### src/rtl/oct_noc_pkg.sv
// Shared definitions for the PE-array multicast bus: default widths, dispatcher FSM states
// and the bus-word payload seen by the dispatcher and every PE router.
package oct_noc_pkg;

  localparam int unsigned DATA_WIDTH = 16;
  localparam int unsigned ID_WIDTH   = 8;
  localparam int unsigned CNT_WIDTH  = 12;

  typedef enum logic [1:0] {
    ST_IDLE = 2'd0,
    ST_RUN  = 2'd1,
    ST_DONE = 2'd2
  } disp_state_e;

  typedef struct packed {
    logic [ID_WIDTH-1:0]   id;
    logic [DATA_WIDTH-1:0] data;
    logic                  valid;
  } bus_word_t;

endpackage

### src/rtl/mc_id_seq.sv
// Tag sequencer: walks words_per_id words under each of id_count tags, stepping the tag by
// id_stride (mod 2^ID_WIDTH). last flags the final word of the program.
module mc_id_seq #(
  parameter int unsigned ID_WIDTH  = oct_noc_pkg::ID_WIDTH,
  parameter int unsigned CNT_WIDTH = oct_noc_pkg::CNT_WIDTH
) (
  input  logic                 clk,
  input  logic                 rst_n,
  input  logic                 clr,
  input  logic                 load,
  input  logic                 adv,
  input  logic [ID_WIDTH-1:0]  id_base,
  input  logic [ID_WIDTH-1:0]  id_stride,
  input  logic [CNT_WIDTH-1:0] id_count,
  input  logic [CNT_WIDTH-1:0] words_per_id,
  output logic [ID_WIDTH-1:0]  cur_id,
  output logic                 last,
  output logic                 zero_len_c
);

  logic [ID_WIDTH-1:0]  cur_id_q, cur_id_d, stride_q, stride_d;
  logic [CNT_WIDTH-1:0] word_cnt_q, word_cnt_d, grp_cnt_q, grp_cnt_d;
  logic [CNT_WIDTH-1:0] count_q, count_d, wpi_q, wpi_d;
  logic                 grp_end;

  assign grp_end    = (word_cnt_q == wpi_q - CNT_WIDTH'(1));
  assign last       = grp_end && (grp_cnt_q == count_q - CNT_WIDTH'(1));
  assign zero_len_c = (count_q == '0) || (wpi_q == '0);
  assign cur_id     = cur_id_q;

  always_comb begin
    cur_id_d   = cur_id_q;
    stride_d   = stride_q;
    word_cnt_d = word_cnt_q;
    grp_cnt_d  = grp_cnt_q;
    count_d    = count_q;
    wpi_d      = wpi_q;
    if (clr) begin
      cur_id_d   = '0;
      stride_d   = '0;
      word_cnt_d = '0;
      grp_cnt_d  = '0;
      count_d    = '0;
      wpi_d      = '0;
    end else if (load) begin
      cur_id_d   = id_base;
      stride_d   = id_stride;
      word_cnt_d = '0;
      grp_cnt_d  = '0;
      count_d    = id_count;
      wpi_d      = words_per_id;
    end else if (adv) begin
      // Group boundary: restart the word count and step to the next tag.
      if (grp_end) begin
        word_cnt_d = '0;
        cur_id_d   = cur_id_q + stride_q;
        grp_cnt_d  = grp_cnt_q + CNT_WIDTH'(1);
      end else begin
        word_cnt_d = word_cnt_q + CNT_WIDTH'(1);
      end
    end
  end

  always_ff @(posedge clk or negedge rst_n) begin
    if (!rst_n) begin
      cur_id_q   <= '0;
      stride_q   <= '0;
      word_cnt_q <= '0;
      grp_cnt_q  <= '0;
      count_q    <= '0;
      wpi_q      <= '0;
    end else begin
      cur_id_q   <= cur_id_d;
      stride_q   <= stride_d;
      word_cnt_q <= word_cnt_d;
      grp_cnt_q  <= grp_cnt_d;
      count_q    <= count_d;
      wpi_q      <= wpi_d;
    end
  end

endmodule

### src/rtl/mc_bus_dispatcher.sv
// Multicast bus dispatcher: pulls global-buffer words and issues them on the shared PE bus
// tagged with a programmed ID sequence. DISPATCH_PERF_CNT_EN adds stall/idle cycle counters.
module mc_bus_dispatcher #(
  parameter int unsigned DATA_WIDTH = oct_noc_pkg::DATA_WIDTH,
  parameter int unsigned ID_WIDTH   = oct_noc_pkg::ID_WIDTH,
  parameter int unsigned CNT_WIDTH  = oct_noc_pkg::CNT_WIDTH
) (
  input  logic                  clk,
  input  logic                  rst_n,
  input  logic                  start,
  input  logic                  abort,
  input  logic [ID_WIDTH-1:0]   id_base,
  input  logic [ID_WIDTH-1:0]   id_stride,
  input  logic [CNT_WIDTH-1:0]  id_count,
  input  logic [CNT_WIDTH-1:0]  words_per_id,
  input  logic [DATA_WIDTH-1:0] gb_data,
  input  logic                  gb_valid,
  output logic                  gb_ready,
  input  logic                  bus_stall,
  output logic [ID_WIDTH-1:0]   bus_source_id,
  output logic [DATA_WIDTH-1:0] bus_data,
  output logic                  bus_data_valid,
  output logic                  busy,
  output logic                  done
`ifdef DISPATCH_PERF_CNT_EN
  ,
  output logic [31:0]           stall_cycles,
  output logic [31:0]           idle_cycles
`endif
);
  import oct_noc_pkg::*;

  disp_state_e           state_q, state_d;
  logic                  load, xfer, last, zero_len_c;
  logic [ID_WIDTH-1:0]   cur_id;
  logic [ID_WIDTH-1:0]   bus_id_q, bus_id_d;
  logic [DATA_WIDTH-1:0] bus_data_q, bus_data_d;
  logic                  bus_valid_q, bus_valid_d;
  logic                  busy_q, busy_d, done_q, done_d;

  mc_id_seq #(.ID_WIDTH(ID_WIDTH), .CNT_WIDTH(CNT_WIDTH)) u_id_seq (
    .clk          (clk),
    .rst_n        (rst_n),
    .clr          (abort),
    .load         (load),
    .adv          (xfer),
    .id_base      (id_base),
    .id_stride    (id_stride),
    .id_count     (id_count),
    .words_per_id (words_per_id),
    .cur_id       (cur_id),
    .last         (last),
    .zero_len_c   (zero_len_c)
  );

  always_comb begin
    state_d  = state_q;
    load     = 1'b0;
    gb_ready = 1'b0;
    case (state_q)
      ST_IDLE: begin
        if (start) begin
          state_d = ST_RUN;
          load    = 1'b1;
        end
      end
      ST_RUN: begin
        gb_ready = !bus_stall && !zero_len_c;
        if (zero_len_c || (gb_valid && gb_ready && last)) state_d = ST_DONE;
      end
      ST_DONE: state_d = ST_IDLE;
      default: state_d = ST_IDLE;
    endcase
    // Abort dominates start and any in-flight transfer.
    if (abort) begin
      state_d  = ST_IDLE;
      load     = 1'b0;
      gb_ready = 1'b0;
    end
    xfer        = gb_valid && gb_ready;
    bus_valid_d = xfer;
    bus_data_d  = xfer ? gb_data : '0;
    bus_id_d    = xfer ? cur_id : bus_id_q;
    busy_d      = (state_d != ST_IDLE);
    done_d      = (state_d == ST_DONE);
  end

  always_ff @(posedge clk or negedge rst_n) begin
    if (!rst_n) begin
      state_q     <= ST_IDLE;
      bus_id_q    <= '0;
      bus_data_q  <= '0;
      bus_valid_q <= 1'b0;
      busy_q      <= 1'b0;
      done_q      <= 1'b0;
    end else begin
      state_q     <= state_d;
      bus_id_q    <= bus_id_d;
      bus_data_q  <= bus_data_d;
      bus_valid_q <= bus_valid_d;
      busy_q      <= busy_d;
      done_q      <= done_d;
    end
  end

  assign bus_source_id  = bus_id_q;
  assign bus_data       = bus_data_q;
  assign bus_data_valid = bus_valid_q;
  assign busy           = busy_q;
  assign done           = done_q;

`ifdef DISPATCH_PERF_CNT_EN
  logic [31:0] stall_q, stall_d, idle_q, idle_d;

  // Saturating RUN-state counters, cleared when a program is accepted.
  always_comb begin
    stall_d = stall_q;
    idle_d  = idle_q;
    if (load) begin
      stall_d = '0;
      idle_d  = '0;
    end else if (state_q == ST_RUN) begin
      if (gb_valid && bus_stall && (stall_q != '1)) stall_d = stall_q + 32'd1;
      if (!gb_valid && (idle_q != '1))              idle_d  = idle_q + 32'd1;
    end
  end

  always_ff @(posedge clk or negedge rst_n) begin
    if (!rst_n) begin
      stall_q <= '0;
      idle_q  <= '0;
    end else begin
      stall_q <= stall_d;
      idle_q  <= idle_d;
    end
  end

  assign stall_cycles = stall_q;
  assign idle_cycles  = idle_q;
`endif

endmodule

### config.mk
export PLATFORM = sky130hd
export DESIGN_NAME = mc_bus_dispatcher
export DESIGN_NICKNAME = d
export VERILOG_FILES = /design/src/rtl/oct_noc_pkg.sv /design/src/rtl/mc_id_seq.sv /design/src/rtl/mc_bus_dispatcher.sv
export SDC_FILE = /design/constraint.sdc
export NUM_CORES = 1
export LEC_CHECK = 0
export BUFFER_PORTS_ARGS = -buffer_cell sky130_fd_sc_hd__buf_4
export CAP_MARGIN = 40
export CORE_MARGIN = 3
export CORE_UTILIZATION = 56
export DETAILED_ROUTE_END_ITERATION = 7
export GPL_ROUTABILITY_DRIVEN = 0
export HOLD_SLACK_MARGIN = 0.02
export PLACE_DENSITY = 0.8
export SLEW_MARGIN = 20
export SYNTH_ARGS = -nofsm -noshare
export SYNTH_HDL_FRONTEND = slang
export SYNTH_SLANG_ARGS = --single-unit
export TNS_END_PERCENT = 20
### constraint.sdc
create_clock -name clk -period 3.3 [get_ports clk]
set_clock_uncertainty 0.1 [all_clocks]
set_input_delay 0.33 -clock clk [delete_from_list [all_inputs] [get_ports clk]]
set_output_delay 0.33 -clock clk [all_outputs]
set_load 0.01 [all_outputs]
==> reports/qor.csv <==
stage,metric,value,unit
timing,fin_crit_sh,94.5,%
clocking,clkTransAtPathRegs,100,ps
clocking,cts_max_level,3,
synthesis,yosysSeqAreaShare,46.0,%
synthesis,syn_area,5060,um^2
route,drt_wl_total,12100,um
timing,tightest_slew,591,ps
finish,multi_input_area,2570,um^2
route,vias_per_cell,5.81,
clocking,cts_sinks,93,
die,initial_core_util,57.7,%
clocking,root_buffer,clkbuf_8,
synthesis,synthArstFlopShare,100,%
die,die_h,101,um
global_routing,grt_start_max_net_pins,49,
power_and_ir_drop,ir_drop,212,uV
min_path,hold_path.class,in2reg,
global_routing,grt_pass1_wl,19900,um
global_routing,grt_use_total,24.4,%
finish,antenna-diode-count,0,
global_routing,grt_pass1_vias,4204,
synthesis,postSynthRegisterBits,93,
worst_setup_path,cp-end-kind,flop,
job,cap_violations,0,
route,num_vias,4316,
timing,setup_viol,0,
worst_setup_path,path_max_fanout,18,
finish,seq_area,2330,um^2
finish,layout-drive-gt1-share,21.9,%
timing,slew_headroom,60.3,%
finish,area_growth,20.2,%
timing,fmax,0.321,GHz
clocking,clockBufferDepth,2,
route,drt_iter0_markers,177,
global_routing,grt_overflow,0,
timing,finalCriticalPeriod,3120,ps
route,drc,0,
synthesis,synth_edf_count,0,
worst_setup_path,critPathKind,reg2reg,
clocking,cts_tree,done,
synthesis,yosysWarnings,0,
place,dp_slack,166,ps
place,dpl.hpwl,8740,um
die,rows,34,
worst_setup_path,arrival,3270,ps
die,core_area,8760,um^2
synthesis,synth_cell_type_count,66,
timing,setup-tns-final,0,ps
status,status,finished clean,
finish,layout_commonest_cell,buf_4,
timing,rsz0062_at_grt,no,
power_and_ir_drop,p_leak,0.00291,uW
synthesis,syn_area_per_cell,9.32,um^2
finish,layout_common_cells,"buf_4 (99), dfrtp_1 (93), nand2_1 (85), a21oi_1 (49), nor2_1 (33)",
die,dieArea,10200,um^2
timing,fin_ws,180,ps
clocking,cts_buffers,9,
die,io_pins,90,
place,io_buffers,89,
global_routing,antenna_found_initial,0,
finish,nNetsFinal,705,
synthesis,syn_nets,618,
timing,finalHoldViolCount,0,
synthesis,synth_ff_type,dfrtp_1,
route,first_pass_iters,5,
route,ant_nets,0,
worst_setup_path,required,3450,ps
finish,fillers,684,
route,wire_per_inst,16.2,um
clocking,clk-insertion-delay-late,380,ps
synthesis,syn_inst,543,
die,die_w,101,um
power_and_ir_drop,powerDensity,461,nW/um^2
worst_setup_path,critPathLaunchType,flop,
timing,slew_violations,0,
==> cells by family after synthesis <==
logic type	count (synthesis)	synth area share [%]
AND/OR/NAND/NOR	231	23.3
AO/OA/AOI/OAI	106	13.1
flip-flops	93	46.0
buffers and inverters	42	3.36
XOR/XNOR	34	5.89
multiplexers	24	5.02
adder cells (fa/ha/maj)	13	3.36
==> power breakdown <==
part	leakage [uW]	internal (uW)	switching, uW
Combinational	0.00153	313	360
Sequential	0.00127	1220	83.8
Clock	0.000101	367	456
==> worst max-delay path, stage by stage, from the launching register on <==
cell and delay, ps:
dfrtp_1 450, inv_1 70, ha_1 260, nor4b_1 180, nand3_1 140, or3b_1 420, nand2b_1 220, inv_2 160
nand4_4 270, buf_4 280, mux2i_1 130, a211oi_1 320
==> timing repair <==
| action | in CTS | in global routing |
|---|---|---|
| hold endpoints to repair | 28 | 0 |
| resized for setup | 0 | 1 |
| hold buffers | 1 | 0 |
| endpoints found under the setup margin | 0 | 2 |
| buffers inserted | 0 | 0 |
==> metrics by stage <==
stage          util (%)  instance area, um^2  hold WS [ps]  std cells  power, uW
2_1_floorplan         -                 5060         -65.6        543       1730
3_3_place_gp       66.5                 5830           389        725       1960
3_5_place_dp       66.8                 5850           186        726       1990
4_1_cts            69.3                 6070          52.0        743       2810
5_1_grt            69.4                 6080          52.8        743       2940
6_report           69.4                 6080          56.5        743       2800
==> routing by layer <==
layer | track usage, % | vias to the layer above | part of all wire (%)
met5 | 0 | - | 0
li1 | - | 2071 | -
met4 | 5.62 | 0 | 1.4
met1 | 31.8 | 2093 | 42
met3 | 4.36 | 22 | 5.2
met2 | 42.2 | 130 | 52
==> state kept, by name, summed over array words and instances (netlist names) <==
| register | cells |
|---|---|
| u_id_seq.cur_id | 8 |
| bus_data_valid | 1 |
| u_id_seq.grp_cnt_q | 12 |
| bus_source_id | 8 |
| busy | 1 |
| bus_data | 16 |
| done | 1 |
| u_id_seq.word_cnt_q | 12 |
| u_id_seq.count_q | 12 |
| u_id_seq.wpi_q | 12 |
| u_id_seq.stride_q | 8 |
| state_q | 2 |
==> cell usage after synthesis (2+ instances only) <==
cell      instances  area [um^2]
or3_1            14         87.6
mux2_2           10          113
and4_1            2         17.5
mux2i_1          13          130
nor3_1           10         50.1
clkbuf_1         19         71.3
dfrtp_1          93         2330
nand4_1           5         31.3
and2_1           17          106
o211ai_1          2         15.0
or2_2             2         12.5
inv_1            16         60.1
nand2b_1          7         43.8
a31oi_1           7         43.8
nand2_1          85          319
xor2_1           18          158
o21ai_0          16         80.1
xnor2_1          16          140
o21a_1            2         15.0
a211oi_1          8         60.1
buf_1             3         11.3
nor4_1           11         68.8
nor4b_1           3         26.3
o41ai_1           3         26.3
nand3_1          15         75.1
ha_1             12          150
a21oi_1          49          245
and3_1            4         25.0
nor2b_1          10         62.6
or4_1             3         22.5
nor2_1           33          124
==> final cells by class <==
type / count / share of cell area (%)
clock buffers: 9 / 2.04
clock inverters: 7 / 1.48
inverters: 17 / 1.05
multi-input cells: 408 / 42.2
flip-flops and latches: 93 / 38.3
well taps: 108 / 2.22
repair buffers: 101 / 12.7
==> worst paths after layout <==
path,startpoint,to,slack (ps),cells past startpoint
setup / recovery,u_id_seq.wpi_q[0],u_id_seq.cur_id[4],180,11
hold / removal,gb_data[3],bus_data[3],60,2
setup reg to reg,u_id_seq.wpi_q[0],u_id_seq.cur_id[4],180,11
hold reg to reg,bus_source_id[5],bus_source_id[5],420,1
max in group asynchronous,rst_n,bus_data[9],1980,4
min in group asynchronous,rst_n,u_id_seq.wpi_q[3],320,2
Power figures use the tool's default switching activity.
